==> src/rtl/uart_rx_fifo_if.sv <==
// Receiver-to-consumer bundle for uart_rx_fifo: frame capture inputs, pop handshake and status.
// The master side drives frames and pops; the slave side is the buffer.
interface uart_rx_fifo_if #(
    parameter int DEPTH_LOG2 = 4
);
    logic [7:0]          rx_data;
    logic                rx_int;
    logic                rd_en;
    logic                ovf_clr;
    logic [7:0]          rd_data;
    logic                rd_valid;
    logic                empty;
    logic                full;
    logic [DEPTH_LOG2:0] count;
    logic                overflow;

    modport master (
        output rx_data, rx_int, rd_en, ovf_clr,
        input  rd_data, rd_valid, empty, full, count, overflow
    );

    modport slave (
        input  rx_data, rx_int, rd_en, ovf_clr,
        output rd_data, rd_valid, empty, full, count, overflow
    );
endinterface

==> src/rtl/uart_rx_fifo.sv <==
// Circular byte buffer behind the UART receiver; pushes on rx_int falling edge, rd_en->rd_valid is 1 cycle.
// No backpressure to the receiver: a frame arriving while full is dropped and sets sticky overflow.
module uart_rx_fifo #(
    parameter int DEPTH_LOG2 = 4
) (
    input  logic             clk,
    input  logic             rst_n,
    uart_rx_fifo_if.slave    bus
);
    localparam int DEPTH = 1 << DEPTH_LOG2;
    localparam logic [DEPTH_LOG2:0] FULL_CNT = {1'b1, {DEPTH_LOG2{1'b0}}};

    logic [7:0]            mem_q [DEPTH];
    logic [DEPTH_LOG2-1:0] wr_ptr_q, wr_ptr_d;
    logic [DEPTH_LOG2-1:0] rd_ptr_q, rd_ptr_d;
    logic [DEPTH_LOG2:0]   count_q, count_d;
    logic [7:0]            rd_data_q, rd_data_d;
    logic                  rd_valid_q, rd_valid_d;
    logic                  ovf_q, ovf_d;
    logic                  rx_int_d_q;

    logic empty, full, push_req, pop_ok, push_ok;

    assign empty    = (count_q == '0);
    assign full     = (count_q == FULL_CNT);
    assign push_req = rx_int_d_q & ~bus.rx_int;
    assign pop_ok   = bus.rd_en & ~empty;
    // A pop in the same cycle frees the slot, so a full buffer still accepts.
    assign push_ok  = push_req & (~full | pop_ok);

    always_comb begin
        wr_ptr_d   = wr_ptr_q;
        rd_ptr_d   = rd_ptr_q;
        count_d    = count_q;
        rd_data_d  = rd_data_q;
        rd_valid_d = 1'b0;
        ovf_d      = ovf_q;
        if (push_ok) wr_ptr_d = wr_ptr_q + 1'b1;
        if (pop_ok) begin
            rd_ptr_d   = rd_ptr_q + 1'b1;
            rd_data_d  = mem_q[rd_ptr_q];
            rd_valid_d = 1'b1;
        end
        if (push_ok && !pop_ok)      count_d = count_q + 1'b1;
        else if (!push_ok && pop_ok) count_d = count_q - 1'b1;
        if (bus.ovf_clr) ovf_d = 1'b0;
        if (push_req && full && !pop_ok) ovf_d = 1'b1;
    end

    always_ff @(posedge clk) begin
        if (push_ok) mem_q[wr_ptr_q] <= bus.rx_data;
    end

    always_ff @(posedge clk or negedge rst_n) begin
        if (!rst_n) begin
            rx_int_d_q <= 1'b0;
            wr_ptr_q   <= '0;
            rd_ptr_q   <= '0;
            count_q    <= '0;
            rd_data_q  <= '0;
            rd_valid_q <= 1'b0;
            ovf_q      <= 1'b0;
        end else begin
            rx_int_d_q <= bus.rx_int;
            wr_ptr_q   <= wr_ptr_d;
            rd_ptr_q   <= rd_ptr_d;
            count_q    <= count_d;
            rd_data_q  <= rd_data_d;
            rd_valid_q <= rd_valid_d;
            ovf_q      <= ovf_d;
        end
    end

    assign bus.rd_data  = rd_data_q;
    assign bus.rd_valid = rd_valid_q;
    assign bus.empty    = empty;
    assign bus.full     = full;
    assign bus.count    = count_q;
    assign bus.overflow = ovf_q;
endmodule

==> src/flat_wrapper.sv <==
// flat-port wrapper written by rule: the top's interface ports become plain ports
module uart_rx_fifo_flat 
#(
    parameter int DEPTH_LOG2 = 4
)
  (clk, rst_n, bus_rx_data, bus_rx_int, bus_rd_en, bus_ovf_clr, bus_rd_data, bus_rd_valid, bus_empty, bus_full, bus_count, bus_overflow);
  uart_rx_fifo_if #(.DEPTH_LOG2(DEPTH_LOG2)) bus_i ();
  input  logic clk;
  input  logic rst_n;
  input wire logic [$bits(bus_i.rx_data)-1:0] bus_rx_data;
  input wire logic [$bits(bus_i.rx_int)-1:0] bus_rx_int;
  input wire logic [$bits(bus_i.rd_en)-1:0] bus_rd_en;
  input wire logic [$bits(bus_i.ovf_clr)-1:0] bus_ovf_clr;
  output wire logic [$bits(bus_i.rd_data)-1:0] bus_rd_data;
  output wire logic [$bits(bus_i.rd_valid)-1:0] bus_rd_valid;
  output wire logic [$bits(bus_i.empty)-1:0] bus_empty;
  output wire logic [$bits(bus_i.full)-1:0] bus_full;
  output wire logic [$bits(bus_i.count)-1:0] bus_count;
  output wire logic [$bits(bus_i.overflow)-1:0] bus_overflow;
  assign bus_i.rx_data = bus_rx_data;
  assign bus_i.rx_int = bus_rx_int;
  assign bus_i.rd_en = bus_rd_en;
  assign bus_i.ovf_clr = bus_ovf_clr;
  assign bus_rd_data = bus_i.rd_data;
  assign bus_rd_valid = bus_i.rd_valid;
  assign bus_empty = bus_i.empty;
  assign bus_full = bus_i.full;
  assign bus_count = bus_i.count;
  assign bus_overflow = bus_i.overflow;
  uart_rx_fifo #(.DEPTH_LOG2(DEPTH_LOG2)) u_core (.clk(clk), .rst_n(rst_n), .bus(bus_i));
endmodule
==> config.mk <==
export PLATFORM = sky130hd
export DESIGN_NAME = uart_rx_fifo_flat
export DESIGN_NICKNAME = d
export VERILOG_FILES = /design/src/rtl/uart_rx_fifo_if.sv /design/src/rtl/uart_rx_fifo.sv /design/src/flat_wrapper.sv
export SDC_FILE = /design/constraint.sdc
export NUM_CORES = 1
export LEC_CHECK = 0
export CAP_MARGIN = 20
export CORE_ASPECT_RATIO = 0.9
export CORE_UTILIZATION = 64
export DETAILED_ROUTE_END_ITERATION = 7
export GPL_TIMING_DRIVEN = 0
export HOLD_SLACK_MARGIN = 0.05
export PLACE_DENSITY = 0.85
export SLEW_MARGIN = 20
export SYNTH_ARGS = -nofsm -noshare
export SYNTH_HDL_FRONTEND = slang
export SYNTH_SLANG_ARGS = --single-unit
export TNS_END_PERCENT = 20
==> constraint.sdc <==
create_clock -name clk -period 4.5 [get_ports clk]
set_input_delay 1.125 -clock clk [delete_from_list [all_inputs] [get_ports clk]]
set_output_delay 1.125 -clock clk [all_outputs]
set_load 0.05 [all_outputs]
=== After elaboration in Yosys (flattened, before gate mapping) ===
Memories as Yosys holds them, arrays and structs flattened. A register that Yosys moved wholly into a read port is not among the register bits.
Cells that the tools add are included.

* Register bits: 16
* Memory bits (writable): 128
* Input port bits: 13
* Output and inout port bits: 17
* Memories kept: 1

* Add/sub/neg operators: 4
* Eq/ne operators: 1
* Multiplexer cells: 7
* Bitwise operators: 7
* Reductions and logical operators: 10

{| class="wikitable"
|+ Memory list
! memory !! depth !! bits a word !! rd ports !! clocked after Yosys merged registers in !! write ports !! RTL line !! text
|-
| u_core.mem_q || 16 || 8 || 1 || 1 || 1 || uart_rx_fifo.sv:13 || <nowiki>logic [7:0] mem_q [DEPTH];</nowiki>
|}

{| class="wikitable"
|+ Operators with widths
! operator !! count
|-
| 5-bit 2-to-1 mux || 2
|-
| 4-bit by 1-bit adder with 4-bit output, second input constant || 2
|-
| 5-bit by 1-bit adder with 5-bit output, second input constant || 1
|-
| 5-bit equality test, second input constant || 1
|-
| 5-bit logical NOT || 1
|-
| 1-bit 2-to-1 mux || 5
|-
| 5-bit by 1-bit subtractor with 5-bit output, second input constant || 1
|-
| 1-bit logical AND || 4
|-
| 2-bit nonzero test || 2
|-
| 1-bit bitwise AND || 3
|-
| 1-bit logical NOT || 3
|-
| 1-bit NOT || 3
|-
| 1-bit bitwise OR || 1
|}

=== Logic depth before layout (Yosys ltp) ===
Gate-level depths: netlist (run 1).

* Depth in word-level cells: 9
* Gate-level depth with buffers: 11
* Mapped depth without buffers: 10

=== Worst setup path before layout (run 1) ===
OpenSTA, ideal clock, no wires.

* Kind: input to register
* Start: input bus_rx_int
* End: register u_core.count_q[4] (netlist: u_core.bus.count[4])
* Setup time: 0.148 ns
* Arrival time: 2.913 ns
* Required time: 4.352 ns
* Slack: 1.439 ns
* Stages on the path: 9
* Cell sequence: nand2b_1 a31oi_2 ha_1 inv_1 fa_1 a21o_1 a21oi_1 mux2i_1 xnor2_1

* Cells in the longest elaborated chain, start to end: 6

{| class="wikitable"
|+ RTL lines
! item !! RTL line !! text
|-
| start, declared || flat_wrapper.sv:11 || <nowiki>input wire logic [$bits(bus_i.rx_int)-1:0] bus_rx_int;</nowiki>
|-
| 1-bit NOT (*) || uart_rx_fifo.sv:26 || <nowiki>assign push_req = rx_int_d_q & ~bus.rx_int;</nowiki>
|-
| 1-bit bitwise AND (*) || uart_rx_fifo.sv:26 ||
|-
| 1-bit bitwise AND (*) || uart_rx_fifo.sv:29 || <nowiki>assign push_ok = push_req & (~full | pop_ok);</nowiki>
|-
| net u_core.push_ok || uart_rx_fifo.sv:22 || <nowiki>logic empty, full, push_req, pop_ok, push_ok;</nowiki>
|-
| 1-bit logical NOT || uart_rx_fifo.sv:45 || <nowiki>else if (!push_ok && pop_ok) count_d = count_q - 1'b1;</nowiki>
|-
| 1-bit logical AND || uart_rx_fifo.sv:45 ||
|-
| 2-bit nonzero test (no line) || - ||
|-
| end signal, assigned || uart_rx_fifo.sv:67 || <nowiki>count_q <= count_d;</nowiki>
|-
| end, declared || uart_rx_fifo.sv:16 || <nowiki>logic [DEPTH_LOG2:0] count_q, count_d;</nowiki>
|}

Mark *: on every way through the listed nets, which the timed path passes. The rest lies on a longest branch.
A chain may end at the register's enable or synchronous reset.

=== Final worst setup path (run 1) ===
* Start: register u_core.count_q[3] (netlist: u_core.bus.count[3])
* End: output bus_empty

* Cells in the longest elaborated chain, start to end: 1

{| class="wikitable"
|+ RTL lines
! item !! RTL line !! text
|-
| 5-bit logical NOT || uart_rx_fifo.sv:24 || <nowiki>assign empty = (count_q == '0);</nowiki>
|-
| end, declared || flat_wrapper.sv:16 || <nowiki>output wire logic [$bits(bus_i.empty)-1:0] bus_empty;</nowiki>
|}

Every way passes these cells.

==> results of run 1 <==
## logic make-up (layout without fill, tap and decap cells)
group	after synthesis	in the layout	share of synthesized area [%]
AOI/OAI and AO/OA	35	35	3.725
adders and majority gates	10	10	2.170
xor gates and xnor gates	10	10	1.433
buffers and inverters	24	84	1.965
DFF	152	152	72.70
and+or+nand+nor	37	37	3.418
muxes	43	43	14.59
## layer usage
| layer | wire length (µm) | vias to the layer above | track usage, % |
|---|---|---|---|
| met2 | 6368 | 160 | 46.25 |
| li1 | - | 1352 | - |
| met5 | 0 | - | 0 |
| met3 | 869 | 30 | 6.970 |
| met1 | 4852 | 1633 | 35.12 |
| met4 | 376 | 0 | 14.55 |
## through the flow
stage | utilization (%) | area [µm²] | setup WS (ns) | hold slack [ns] | cells
floorplan | - | 6113 | 1.439 | 0.4850 | 311
global placement | 71.21 | 6556 | 0.7441 | 0.5144 | 462
detailed placement | 71.21 | 6556 | 0.6797 | 0.5412 | 462
CTS | 77.48 | 7134 | 0.8898 | 0.5452 | 493
global route | 77.43 | 7129 | 0.8217 | 0.5603 | 493
finish | 77.43 | 7129 | 0.9030 | 0.5452 | 493
## cell usage in the layout (no fill, tap or decap), drive strengths merged, types with 2 or more instances in the layout
cell type,instances
mux4,32
clkbuf,23
nand2,6
a21o,2
a21oi,10
edfxtp,128
and2,13
clkdlybuf4s50,28
dfrtp,24
nand2b,2
xor2,2
nand4,2
o21ai,3
clkinv,3
ha,9
clkinvlp,3
xnor2,8
nor2,7
inv,16
buf,9
mux2,10
o22ai,17
bufinv,2
## tightest hold or removal path: stages, from the launching register on
cell and delay [ns]:
dfrtp_1 0.37, inv_1 0.06, o22ai_1 0.07
## power by group
part	leakage (nW)	switching [mW]	internal, mW
logic	0.738	0.847	0.661
registers	1.43	0.132	1.69
clock network	0.274	0.586	0.800
## cell type report
class	instances	area (µm²)
Inverter	10	37.54
Tap cell	122	152.6
Clock buffer	17	414.1
Buffer	14	82.58
Multi-Input combinational cell	135	1549
Timing Repair Buffer	29	285.3
Sequential cell	152	4444
Fill cell	481	2078
Clock inverter	14	163.9
## state kept, by name (all words and copies together) (netlist names)
signal and flops:
u_core.mem_q 128, u_core.rx_int_d_q 1, u_core.bus.count 5, u_core.rd_ptr_q 4, u_core.bus.rd_data 8, u_core.bus.overflow 1, u_core.bus.rd_valid 1, u_core.wr_ptr_q 4
## worst paths after layout
check,slack (ns),endpoint,cells after the start,start
max in group asynchronous,3.55,u_core.bus.rd_data[0],1,rst_n
worst min register to register,0.55,u_core.bus.overflow,2,u_core.bus.overflow
worst max register to register,1.41,u_core.bus.count[4],11,u_core.bus.count[3]
worst min-delay path,0.55,u_core.bus.overflow,2,u_core.bus.overflow
min in group asynchronous,0.58,u_core.rd_ptr_q[2],1,rst_n
worst max-delay path,0.90,bus_empty,3,u_core.bus.count[3]
==> summary by stage, run 1 <==
Routing
For this block, the initial DRC count from the detailed router was 232. Before antenna repair, the detailed router went through 5 iterations. For this block, the via count after detailed routing is 3175. The residual DRC count is 0. Dividing the detail-routed wire length by the instance count gives 25.29 µm. The count of antenna-violating nets left after detailed routing is 0. The routed design has 12470 µm of wire. The via-per-instance ratio is 6.440.

Die
The overall die width is 105.0 µm. The die covers 9947 µm². The floorplan has 33 rows. The die is 94.72 µm tall.

For this configuration, the core starts out at a cell density of 66.39%. The count of boundary I/O pins is 30. In this run the standard cell core region covers 9208 µm².

STA
The achievable clock frequency is 278.0 MHz. The tightest slew margin relative to the limit is 43.37%. The actual transition at the worst max-transition pin is 0.8495 ns.

The final period utilization is 79.93%. Setup violations remaining at the end of the flow were counted as 0. Setup repair after global routing left no endpoint under its margin. The accumulated negative setup slack is 0 ns. The max-slew violation total from the final report is 0.

The final number of hold-violating endpoints is 0. The shortest period the worst path allows is 3.597 ns. The worst-case clock skew is 0.009650 ns.

Synthesis
During synthesis, Yosys emitted a total of 0 warnings. The sequential area share after synthesis is 72.70%. The synthesized design contains 152 register bits. Yosys mapped a number of flops with a built-in enable equal to 128. The mean instance size in the synthesized netlist is 19.66 µm². Among all flip-flop cells after synthesis, the most frequent one is edfxtp_1. The cell taking the most area after synthesis is edfxtp_1. After synthesis, the cell types taking the most area are edfxtp_1 (63%), dfrtp_1 (9.8%), mux4_2 (7.0%). The number of different library cells used by synthesis comes to 35.

The most common cell in the synthesized netlist is edfxtp_1. By count the netlist is led by edfxtp_1 (128), dfrtp_1 (24), mux4_2 (19). The post-synthesis instance area is 6113 µm². Synthesis produced a netlist with a net count of 334.

After synthesis, the largest area contributor takes up 62.87% of total cell area. After synthesis, the share of flip-flops with an asynchronous set or reset is 15.79%. In the synthesized netlist, the number of instances is 311.

Critical path
The category of the worst setup path launch point is a register. The worst endpoint required time is 3.38 ns. The signal on the critical path passes through or4_4, nor2_1, clkdlybuf4s50_1. The number of buffers and inverters on the critical path is 1. The largest individual stage delay along the critical path comes from the cell clkdlybuf4s50_1. The critical path is of the register to output pin type. The maximum fanout along the worst path is 5.

The kind of end point of the critical path is an output pin. On the worst path, the slowest cell contributes a delay of 0.81 ns. The cell family contributing the most delay on the critical path is buffers and inverters. The worst path arrival time is 2.47 ns.

GRT
The global-route total usage across every layer is 27.98%. The number of global-route vias before repair was 3261. Global routing finished with a remaining overflow of 0.

The number of antenna violations at the first check in global routing came to 0. The first global-routing pass estimated 18710 µm of wire. The largest net degree at the start of global routing is 25.

Clock network
The later pin in the worst-skew pair is clocked with a latency of 0.53 ns. The TritonCTS clock tree is yes. Once the clock tree was built, the resizer swapped 0 gates to a different size. The clock passes through at most 2 buffers.

Counting every sink on the clock net gives 152. TritonCTS created 17 clock buffers. Clock-pin slew was measured on the worst setup and hold paths at 0.07 ns. The clock root buffer is clkbuf_8. The H-tree was split into 4 levels. The count of hold-fix buffers inserted at cts is 0. Once the clock tree was built, the setup fixing pass inserted 0 buffers.

Worst hold path
The type of the tightest min-delay check is register to register.

Run
The tool flagged a number of max-cap violations equal to 0.

Placement
The final weighted congestion of routability-driven global placement is 0.8137. The placed wire-length estimate after detailed placement is 7319 µm. The number of port buffers is 29.

Finish
The repair_antennas step left the layout with diodes totalling 0. Of the cells placed in the final design, the portion with a size suffix greater than 1 is 19.41%. The layout-stage area growth over the synthesis result is 16.62%. The net count of the finished layout is 382.

Power
The completed layout was analyzed and its total power is 4.717 mW. In this run the static leakage power is 2.445 nW. The worst IR drop on VDD is 0.3859 mV. The total power divided by cell area is 661.6 nW/µm².

Outcome
The run finished with clean final reports.
Power figures use the tool's default switching activity.
==> run 2, diff against run 1 <==
--- a/config.mk
+++ b/config.mk
@@ -7,11 +7,11 @@
 export LEC_CHECK = 0
 export CAP_MARGIN = 20
 export CORE_ASPECT_RATIO = 0.9
-export CORE_UTILIZATION = 64
+export CORE_UTILIZATION = 59
 export DETAILED_ROUTE_END_ITERATION = 7
 export GPL_TIMING_DRIVEN = 0
 export HOLD_SLACK_MARGIN = 0.05
-export PLACE_DENSITY = 0.85
+export PLACE_DENSITY = 0.79
 export SLEW_MARGIN = 20
 export SYNTH_ARGS = -nofsm -noshare
 export SYNTH_HDL_FRONTEND = slang
==> constraint.sdc (replaced) <==
create_clock -name clk -period 3.7 [get_ports clk]
set_input_delay 0.925 -clock clk [delete_from_list [all_inputs] [get_ports clk]]
set_output_delay 0.925 -clock clk [all_outputs]
set_load 0.05 [all_outputs]
==> run 2 against run 1 <==
  * Cell count increased by 0.81%
  * Power increased by 28%
  * Global-route usage decreased by 4.0 points
  * Wire length shrank 7.2%
  * Clock power increased by 45%
  * Critical path type unchanged
  * Critical endpoint unchanged
  * Largest power group unchanged
  * Highest routed layer unchanged
==> summary by stage, run 2 (synthesis results as in run 1) <==
Outcome
Run status: complete, no violations (unchanged).

GRT
The number of global-route vias before repair came to 3198 (was 3261). The global-route total usage across every layer came to 23.95% (was 27.98%). The global-route wire length before repair came to 17880 µm (was 18710 µm). The number of antenna violations at the first check in global routing is 0 (unchanged). The total congestion overflow after global routing was 0 (unchanged).

The largest net degree at the start of global routing is 25 (unchanged).

Critical path
The category of the worst setup path launch point is a register (unchanged). The launching element of the worst setup path is u_core.bus.count[0] (was u_core.bus.count[3]). The kind of end point of the critical path is an output pin (unchanged). The worst path arrival time was 2.37 ns (was 2.47 ns). The maximum fanout along the worst path came to 6 (was 5). The critical path start-end classification is register to output pin (unchanged). Crit path cell chain: or4_4, nor2_1, clkdlybuf4s50_1 (unchanged).

The cell with the biggest individual delay on the critical path was clkdlybuf4s50_1 (unchanged). The critical path's top delay family is buffers and inverters (unchanged). The biggest cell delay along the critical path came to 0.81 ns (about the same).

The number of buffers and inverters on the critical path was 1 (unchanged). The worst endpoint required time was 2.77 ns (was 3.38 ns). The reg-to-reg startpoint is u_core.bus.count[0] (was u_core.bus.count[3]).

Die
The row count was 34 (was 33). The count of boundary I/O pins is 30 (unchanged). The floorplan die height is 98.57 µm (was 94.72 µm). The overall die width is 109.3 µm (was 105.0 µm). The area of the die was 10770 µm² (was 9947 µm²).

The floorplan core area was 9869 µm² (was 9208 µm²). The starting density of the core was 61.94% (was 66.39%).

Clock network
The number of clock sinks is 152 (unchanged). The number of setup buffers added after CTS is 0 (unchanged). The maximum level of the CTS H-tree was 4 (unchanged). The latest clock arrival within the worst-skew pair is 0.42 ns (was 0.53 ns). The number of instances resized during post-cts repair is 0 (unchanged). The clock root buffer is clkbuf_16 (was clkbuf_8). The count of hold-fix buffers inserted at cts is 0 (unchanged). The TritonCTS clock tree is yes (unchanged). The number of buffers on the longest clock path is 2 (unchanged). The clock transition at the registers of the reported paths is 0.06 ns (was 0.07 ns). The clock buffer count from CTS was 17 (unchanged).

Finish
The combined area of the multi-input logic cells is 1549 µm² (unchanged). The sequential cell area came to 4444 µm² (unchanged). The register bank with the most flops was u_core.mem_q (unchanged).

Commonest cells after routing, fill and taps aside: edfxtp_1 (128), clkdlybuf4s50_1 (28), dfrtp_1 (24), mux4_2 (19) (was edfxtp_1 (128), clkdlybuf4s50_1 (28), dfrtp_1 (24), mux4_2 (19), o22ai_1 (17)). The final net count is 382 (unchanged). The layout-stage area growth over the synthesis result is 18.58% (was 16.62%). The flip-flop count of the largest register, all copies and words added is 128 (unchanged).

The fraction of final layout cells sized beyond drive strength 1 came to 19.41% (unchanged). The filler cell count is 573 (was 481). The commonest non-fill, non-tap cell in the layout is edfxtp_1 (unchanged). The number of antenna repair diodes is 0 (unchanged).

Routing
The residual DRC count was 0 (unchanged). The via-per-instance ratio was 6.256 (was 6.440). The total wirelength of the detailed-routed design is 11570 µm (was 12470 µm). The initial DRC count is 255 (was 232). The total via count after detailed routing is 3109 (was 3175).

The detailed-routing iteration count for the pre-antenna-repair pass is 4 (was 5). The wire length per cell is 23.27 µm (was 25.29 µm). The count of antenna-violating nets left after detailed routing is 0 (unchanged).

Placement
The number of port buffers is 29 (unchanged). The final weighted congestion of routability-driven global placement is 0.7896 (was 0.8137). The placed wire-length estimate after detailed placement is 7062 µm (was 7319 µm).

STA
The actual transition at the worst max-transition pin is 0.8317 ns (was 0.8495 ns). The tightest hold margin is 0.4940 ns (was 0.5452 ns). The accumulated negative setup slack is 0 ns (unchanged).

Timing would allow up to 303.5 MHz. The final period utilization is 89.06%. Unrepaired setup endpoints after global routing: no (unchanged).

The shortest period the worst path allows is 3.295 ns. The setup-violating endpoint count in the final report was 0 (unchanged). The final number of hold-violating endpoints came to 0 (unchanged).

The tightest slew margin relative to the limit is 44.35% (was 43.37%). The max-slew violation total from the final report is 0 (unchanged). The worst-case clock skew came to 0.007484 ns (was 0.009650 ns).

Power
The leakage dissipation came to 2.498 nW (was 2.445 nW). The total power divided by cell area is 830.6 nW/µm² (was 661.6 nW/µm²). The worst IR drop on VDD came to 0.5639 mV (was 0.3859 mV).

Worst hold path
The type of the tightest min-delay check is primary input to async pin (was register to register).

Run
The total of max-cap violations is 0 (unchanged).
-- run 2: changes by cell type in the layout (fill, tap and decap cells not counted) --
cell,before,now
clkbuf_8,1,0
inv_6,5,4
bufinv_16,2,7
clkinv_4,3,0
inv_8,1,0
clkbuf_16,16,17
-- run 2: area by class of cell --
| class | instances | area share, % |
|---|---|---|
| Inverter | 10 | 0.5178 |
| Tap cell | 126 | 2.175 |
| Timing Repair Buffer | 29 | 3.935 |
| Clock inverter | 14 | 3.693 |
| Clock buffer | 17 | 5.868 |
| Buffer | 14 | 1.139 |
| Sequential cell | 152 | 61.30 |
| Multi-Input combinational cell | 135 | 21.37 |
-- run 2: per-layer routing --
metal  share of wire, %  vias up  track usage, %
met5                  0        -               0
met4                1.4        0           9.231
met3                5.0       14           5.225
met2                 50      115           36.96
met1                 43     1623           34.01
li1                   -     1357               -
-- run 2: final timing paths --
path,end,slack (ns),cells past startpoint
worst max-delay path,bus_empty,0.40,3
worst min-delay path,u_core.rd_ptr_q[0],0.49,1
worst max register to register,u_core.bus.count[4],0.60,11
worst min register to register,u_core.bus.overflow,0.54,2
max in group asynchronous,u_core.wr_ptr_q[0],2.83,1
min in group clk,u_core.bus.overflow,0.54,2
-- run 2: report_power, final --
group | switching (mW) | internal [mW] | total (mW)
registers | 0.156 | 2.06 | 2.21
clock network | 0.683 | 1.34 | 2.02
logic | 0.988 | 0.801 | 1.79
total | 1.83 | 4.19 | 6.02
-- run 2: metrics by stage --
| stage | instance area, µm² | worst slack [ns] | total power [mW] | std cells | utilization, % |
|---|---|---|---|---|---|
| after floorplan | 6113 | 0.6707 | 3.503 | 311 | - |
| after global routing | 7249 | 0.2658 | 6.239 | 497 | 73.45 |
| after CTS | 7254 | 0.3858 | 6.055 | 497 | 73.50 |
| after global placement | 6561 | 0.1518 | 3.960 | 466 | 66.48 |
| final | 7249 | 0.4048 | 6.021 | 497 | 73.45 |
| after detailed placement | 6561 | 0.09519 | 4.007 | 466 | 66.48 |
